===== src/rtl/conv_pkg.sv =====
// Shared widths, types and sizing helper for the conv window producer.
package conv_pkg;

  localparam int PIX_W = 9;
  localparam int K     = 5;
  localparam int COL_W = K * PIX_W;
  localparam int LB_W  = (K - 1) * PIX_W;

  typedef logic signed [PIX_W-1:0] pix_t;
  typedef logic [COL_W-1:0]        col_t;

  typedef enum logic {
    PH_STOP,
    PH_RUN
  } ph_state_t;

  // Minimum 1 so single-valued counters still get a real bit.
  function automatic int clog2(input int n);
    int r;
    r = 1;
    while ((1 << r) < n) r++;
    return r;
  endfunction

endpackage


===== src/rtl/conv_col_buf.sv =====
// Per-column store of the four previous image rows; the oldest row sits in the top bits.
module conv_col_buf
  import conv_pkg::*;
#(
  parameter int DEPTH = 28,
  parameter int AW    = 5
) (
  input  logic            clk,
  input  logic            we,
  input  logic [AW-1:0]   addr,
  input  logic [LB_W-1:0] wdata,
  output logic [LB_W-1:0] rdata
);

  logic [LB_W-1:0] mem [DEPTH];

  assign rdata = mem[addr];

  always_ff @(posedge clk) begin
    if (we) mem[addr] <= wdata;
  end

endmodule


===== src/rtl/conv_window_gen.sv =====
// Producer end of the conv window interface: builds 5x5 windows and paces them to the consumer loop.
// Optional macro CONV_WIN_POS_EN adds win_row/win_col (top-left coordinate of each emitted window).
module conv_window_gen
  import conv_pkg::*;
#(
  parameter int IMG_W    = 28,
  parameter int IMG_H    = 28,
  parameter int CONV_CYC = 5
) (
  input  logic             clk,
  input  logic             rstn,
  input  logic             pix_valid,
  output logic             pix_ready,
  input  logic [PIX_W-1:0] pix_data,
  input  logic             frame_start,
  output logic             x_valid,
  output logic [COL_W-1:0] x_m_1,
  output logic [COL_W-1:0] x_m_2,
  output logic [COL_W-1:0] x_m_3,
  output logic [COL_W-1:0] x_m_4,
  output logic [COL_W-1:0] x_m_5,
  output logic             frame_done
`ifdef CONV_WIN_POS_EN
  ,
  output logic [7:0]       win_row,
  output logic [7:0]       win_col
`endif
);

  localparam int CW = clog2(IMG_W);
  localparam int RW = clog2(IMG_H);
  localparam int PW = clog2(CONV_CYC);

  logic [CW-1:0]   col_q, eff_col;
  logic [RW-1:0]   row_q, eff_row;
  logic [LB_W-1:0] lb_rd;
  col_t            new_col;
  col_t            win_q [K];
  logic            accept, win_cmp, last_pix, pending_q, emit;
  ph_state_t       ph_state, ph_next;
  logic [PW-1:0]   phase_q, phase_d;

  assign accept   = pix_valid && pix_ready;
  assign eff_col  = frame_start ? '0 : col_q;
  assign eff_row  = frame_start ? '0 : row_q;
  assign new_col  = {lb_rd, pix_data};
  assign win_cmp  = accept && (eff_row >= RW'(K - 1)) && (eff_col >= CW'(K - 1));
  assign last_pix = (eff_row == RW'(IMG_H - 1)) && (eff_col == CW'(IMG_W - 1));

  conv_col_buf #(
    .DEPTH (IMG_W),
    .AW    (CW)
  ) u_col_buf (
    .clk   (clk),
    .we    (accept),
    .addr  (eff_col),
    .wdata (new_col[LB_W-1:0]),
    .rdata (lb_rd)
  );

  // The phase loop stays stopped until the first emission, then free-runs until reset.
  always_ff @(posedge clk or negedge rstn) begin
    if (!rstn) begin
      ph_state <= PH_STOP;
      phase_q  <= '0;
    end else begin
      ph_state <= ph_next;
      phase_q  <= phase_d;
    end
  end

  always_comb begin
    ph_next = ph_state;
    phase_d = phase_q;
    emit    = 1'b0;
    case (ph_state)
      PH_STOP: begin
        if (pending_q) begin
          emit    = 1'b1;
          ph_next = PH_RUN;
          phase_d = '0;
        end
      end
      PH_RUN: begin
        phase_d = (phase_q == PW'(CONV_CYC - 1)) ? '0 : phase_q + PW'(1);
        emit    = pending_q && (phase_q == PW'(CONV_CYC - 1));
      end
      default: ph_next = PH_STOP;
    endcase
  end

  // While a completed window waits for its slot, pix_ready is low so the window stays frozen.
  always_ff @(posedge clk or negedge rstn) begin
    if (!rstn) begin
      row_q      <= '0;
      col_q      <= '0;
      pending_q  <= 1'b0;
      pix_ready  <= 1'b0;
      x_valid    <= 1'b0;
      frame_done <= 1'b0;
      x_m_1      <= '0;
      x_m_2      <= '0;
      x_m_3      <= '0;
      x_m_4      <= '0;
      x_m_5      <= '0;
      for (int i = 0; i < K; i++) win_q[i] <= '0;
    end else begin
      x_valid    <= emit;
      frame_done <= accept && last_pix;
      pending_q  <= win_cmp ? 1'b1 : (emit ? 1'b0 : pending_q);
      pix_ready  <= !(win_cmp || (pending_q && !emit));
      if (accept) begin
        if (eff_col == CW'(IMG_W - 1)) begin
          col_q <= '0;
          row_q <= (eff_row == RW'(IMG_H - 1)) ? '0 : eff_row + RW'(1);
        end else begin
          col_q <= eff_col + CW'(1);
          row_q <= eff_row;
        end
        for (int i = 0; i < K - 1; i++) win_q[i] <= win_q[i+1];
        win_q[K-1] <= new_col;
      end
      if (emit) begin
        x_m_1 <= win_q[0];
        x_m_2 <= win_q[1];
        x_m_3 <= win_q[2];
        x_m_4 <= win_q[3];
        x_m_5 <= win_q[4];
      end
    end
  end

`ifdef CONV_WIN_POS_EN
  logic [7:0] pos_row_q, pos_col_q;

  always_ff @(posedge clk or negedge rstn) begin
    if (!rstn) begin
      pos_row_q <= '0;
      pos_col_q <= '0;
      win_row   <= '0;
      win_col   <= '0;
    end else begin
      if (win_cmp) begin
        pos_row_q <= 8'(eff_row) - 8'(K - 1);
        pos_col_q <= 8'(eff_col) - 8'(K - 1);
      end
      if (emit) begin
        win_row <= pos_row_q;
        win_col <= pos_col_q;
      end
    end
  end
`endif

endmodule


===== config.mk =====
export PLATFORM = sky130hd
export DESIGN_NAME = conv_window_gen
export DESIGN_NICKNAME = d
export VERILOG_FILES = /design/src/rtl/conv_pkg.sv /design/src/rtl/conv_col_buf.sv /design/src/rtl/conv_window_gen.sv
export SDC_FILE = /design/constraint.sdc
export NUM_CORES = 2
export LEC_CHECK = 0
export BUFFER_PORTS_ARGS = -buffer_cell sky130_fd_sc_hd__buf_2
export CORE_ASPECT_RATIO = 0.75
export CORE_MARGIN = 2
export CORE_UTILIZATION = 35
export DETAILED_ROUTE_END_ITERATION = 6
export PLACE_DENSITY = 0.6
export SYNTH_ARGS = -nofsm -noshare
export SYNTH_HDL_FRONTEND = slang
export SYNTH_HIERARCHICAL = 1
export SYNTH_SLANG_ARGS = --single-unit

===== constraint.sdc =====
create_clock -name clk -period 10.1 [get_ports clk]
set_clock_uncertainty 0.1 [all_clocks]
set_input_delay 2.02 -clock clk [delete_from_list [all_inputs] [get_ports clk]]
set_output_delay 2.02 -clock clk [all_outputs]
set_load 0.05 [all_outputs]

### After elaboration in Yosys (flattened, before gate mapping)

Memories as Yosys holds them, arrays and structs flattened.
Index checks and enable logic that the tools add are counted.
Widths: inputs -> output; s select.

* $add $sub $neg: 3
* $lt $le $gt $ge: 2
* equal/unequal tests: 4
* muxes and demuxes: 15
* bitwise operators: 1
* reduce and logical (&&, ||, !) cells: 11

Operators by type and width (number)
* $mux 5: 5
* $add 5x1->5 const B: 2
* $eq 5x5->1 const B: 2
* $ge 5x3->1 const B: 2
* $logic_and 1x1->1: 7
* $mux 1: 6
* $mux 3: 2
* $pmux 3 s2: 1
* $add 3x1->3 const B: 1
* $eq 3x3->1 const B: 1
* $logic_not 1->1: 2
* $ne 2x2->1 const B: 1
* $pmux 1 s2: 1
* $reduce_bool 2->1: 1
* $logic_or 1x1->1: 1
* $not 1->1: 1

* bits in registers: 468
* bits in writable memories: 1008
* input port bits: 13
* word-level logic and storage cells: 55
* memories: 1

Memories
* u_col_buf.mem: depth 28, bits a word 36, read ports 1, clocked after memory_dff 0, wr ports 1, RTL line conv_col_buf.sv:15 `logic [LB_W-1:0] mem [DEPTH];`

### Logic depth before layout (Yosys ltp)

* depth in word-level cells: 7
* mapped depth: 13

### By module

Netlist, hierarchy kept.

Modules (own cells, without submodules)
* conv_col_buf: times used 1, cells an instance 2062, area an instance 38979.9 um^2, seq. area each 30269.0 um^2
* conv_window_gen: times used 1, cells an instance 1535, area an instance 18223.7 um^2, seq. area each 11711.2 um^2

### Least setup slack after synthesis

OpenSTA, ideal clock, no wires.

* path type: input -> register
* start: input port frame_start
* end: memory u_col_buf/mem[0][0] (netlist name), enable pin
* setup time: 0.474 ns
* arrival: 5.886 ns
* slack: 3.640 ns
* cell stages on the path: 9
* path buffers: 5
* cells stage by stage: clkbuf_1 nand2b_1 inv_1 buf_4 buf_6 buf_6 or3b_1 clkbuf_1 nor3_1

* cells in the longest elaborated chain, start to end: 1

RTL lines
* from (decl): RTL line conv_window_gen.sv:15 `input logic frame_start,`
* $mux 5: RTL line conv_window_gen.sv:44 `assign eff_col = frame_start ? '0 : col_q;`
* net eff_col[0]: RTL line conv_window_gen.sv:34 `logic [CW-1:0] col_q, eff_col;`
* to (decl): RTL line conv_col_buf.sv:15

The timed path passes the listed nets, and every way through them passes these cells.

### Final worst setup path

* start: input port frame_start
* end: memory u_col_buf/mem[9][20] (netlist name) (data pin)

* cells in the longest elaborated chain, start to end: 2

RTL lines
* $mux 5: RTL line conv_window_gen.sv:44
* net eff_col[0]: RTL line conv_window_gen.sv:34
* $mem_v2 28x36
* net lb_rd[11]: RTL line conv_window_gen.sv:36 `logic [LB_W-1:0] lb_rd;`

The timed path passes the listed nets, and every way through them passes these cells.

==> results.txt <==
fin crit period -> 5.76 ns
nets@finish -> 3,884
period utilisation layout -> 0.570
PostCTS Resize Cnt -> 0
number of clock sinks seen by CTS -> 1,476
Tightest Pin Transition -> 1.29 ns
die width -> 471 um
combinational group share of total power -> 0.224
syn_area_per_cell -> 15.9 um^2
ys flop type -> edfxtp_1
Setup-failing EPs final -> 0
most frequent cells in the layout -> 1,008 x edfxtp_1, 758 x nand2_1, 468 x dfrtp_1, 405 x mux2i_1, 239 x buf_2
drt pass-1 iters -> 6
antenna-violating nets left -> 0
Worst setup endpoint -> u_col_buf/mem[9][20]
CTS Hold Bufs -> 0
RSZ-0062 raised after global routing -> false
GPL Wtd Cong -> 0.762
post-synthesis sequential area ratio -> 0.734
Reg2Reg Depth -> 8
Layout Area Growth over Synthesis -> 14.3%
post-DP HPWL -> 82,700 um
CORE AREA -> 162,000 um^2
r2r startpoint -> col_q[0]
Post-Syn Area -> 57,200 um^2
die area -> 167,000 um^2
vias -> 32.1k
Arr. time, crit path -> 5.75 ns
vias per cell -> 5.24
DRT iter0 DRCs -> 3,230
setup bufs post-CTS -> 0
row count -> 128
f_max -> 0.174 GHz
clock transition at the registers of the reported paths -> 0.06 ns
crit-path max FO -> 34
GRT overflow -> 0
Ys Warns -> 6
H-tree depth -> 4
switch share -> 0.321
clock buffer count from CTS -> 135
chip height -> 354 um
Sequential Power Share -> 0.473
Post-synth EDFFs -> 1,008
Worst Setup Start Kind -> input port
hold path startpoint -> win_q[205]
DRC Markers -> 0
hold crit path type -> reg -> reg
Power Internal -> 11.4 mW
synthesis-stage register bit count -> 1,476
vias in the first global route -> 31.3k
root buffer cell -> clkbuf_16
TritonCTS clock tree -> yes
Leakage -> 24.8 nW
layout cell share with drive strength beyond 1 -> 0.216
initial antenna violation count -> 3
total track usage -> 0.173
WP data required -> 10.09 ns
first-pass GRT wire length -> 216,000 um
VDD IR max -> 0.240 mV
Detailed Route WL -> 147,000 um
overall power -> 16.8 mW
ys async rst share -> 0.317
clk_lat worst skew -> 0.78 ns
WS Path Type -> in -> reg
Worst slew margin -> 0.138
synthesized net count -> 3,616
buffers added on ports -> 240
Worst R2R Setup Slack -> 5.62 ns
CP endpoint kind -> register
power per standard cell area -> 257 nW/um^2
final hold vios -> 0
initial core utilization -> 0.352
Psw -> 5.38 mW
CTS Buffer Depth -> 3
Clk pwr share -> 0.303
Slew Viols, Final -> 0
Max Cap Violations -> 0
Worst Setup SP -> frame_start
setup TNS -> 0 ns
pin count of the biggest net entering global routing -> 154
capture point of the worst reg-to-reg path -> u_col_buf/mem[9][20]
Post-Synthesis Cells -> 3,597
post-DR wirelength/cell -> 24.0 um
I/O Pins -> 241
status -> finished clean
Netlist cell types -> 58
most common cell after layout, fill and taps aside -> edfxtp_1
## power groups by stage
stage	Combinational (mW)	Clock, mW	Sequential [mW]
3_5_place_dp	3.78	0	8.05
5_1_grt	3.99	5.42	8.03
6_report	3.76	5.07	7.93
2_1_floorplan	1.51	0	9.09
3_3_place_gp	3.75	0	8.04
4_1_cts	3.79	5.18	7.94
## critical path, stage by stage
cell	delay, ns
buf_2	0.24
nand2b_1	0.25
inv_4	0.32
buf_4	0.63
and2_2	0.42
buf_4	0.53
a22oi_1	0.15
nand3_1	0.14
nand4_1	0.94
## cells by family after synthesis
group,share of synthesized area
mux,0.143
compound gates,0.0305
fa+ha+maj,0.00131
buf+inv,0.0206
simple gates,0.0711
flops,0.734
## per-stage QoR
stage                      util  hold WS, ns  std cells  worst slack, ns  instance area [um^2]
after floorplan               -        0.340       3597             3.64                 57200
after global placement    0.376        0.358       5873             3.62                 61000
final                     0.402        0.367       6118             4.34                 65400
after global routing      0.402        0.400       6117             4.04                 65400
after detailed placement  0.376        0.359       5873             3.54                 61000
after CTS                 0.402        0.374       6117             4.36                 65400
## worst min path at each step
stage	endpoint	slack (ns)	cells past startpoint
detailed placement	win_q[205]	0.36	2
global route	win_q[197]	0.40	2
finish	win_q[205]	0.37	2
global placement	win_q[216]	0.36	2
CTS	win_q[205]	0.37	2
floorplan	win_q[224]	0.34	2
## final cells by class
class                      count  area, um^2
antenna                        1        2.50
multi-input combinational   1907       14300
timing repair buffer         333        1960
inverter                      12        70.1
tap                         2145        2680
sequential                  1476       42000
clock buffer                 190        3880
fill                       14800       97000
clock inverter                54         467
## cell usage after synthesis (3+ instances only)
cell,n,area [um^2]
mux4_2,50,1130
nand4b_1,4,35.0
nand2b_1,9,56.3
o32ai_1,8,70.1
nor4_1,5,31.3
mux2_2,106,1190
nor2b_1,10,62.6
inv_1,11,41.3
nand2_1,759,2850
dfrtp_1,468,11700
o22ai_1,10,62.6
edfxtp_1,1008,30300
a22oi_1,158,1190
nor2_1,19,71.3
o211ai_1,3,22.5
ha_1,6,75.1
buf_2,74,370
buf_6,22,248
a21oi_1,34,170
buf_4,31,233
nand4_1,33,206
nand3_1,95,475
o21ai_0,9,45.0
nor3_1,19,95.1
buf_1,6,22.5
mux2_4,119,1790
clkbuf_1,69,259
mux2i_1,405,4050
and2_1,4,25.0
o221ai_1,3,26.3
## routing by layer
metal / vias up / global-route usage / part of all wire
met4: 0 / 0.0502 / 0.022
met3: 212 / 0.0296 / 0.075
met5: - / 0 / 0
met2: 1187 / 0.249 / 0.44
li1: 13900 / - / -
met1: 16800 / 0.267 / 0.47
## state kept, by name, indices dropped and copies added (netlist names)
name	count
win_q	225
x_m_3	45
pix_ready	1
u_col_buf/mem	1008
x_m_2	45
x_m_5	45
pending_q	1
x_m_1	45
ph_state	1
x_valid	1
x_m_4	45
row_q	5
phase_q	3
frame_done	1
col_q	5
Note: power is estimated with default switching activity, not from simulation.
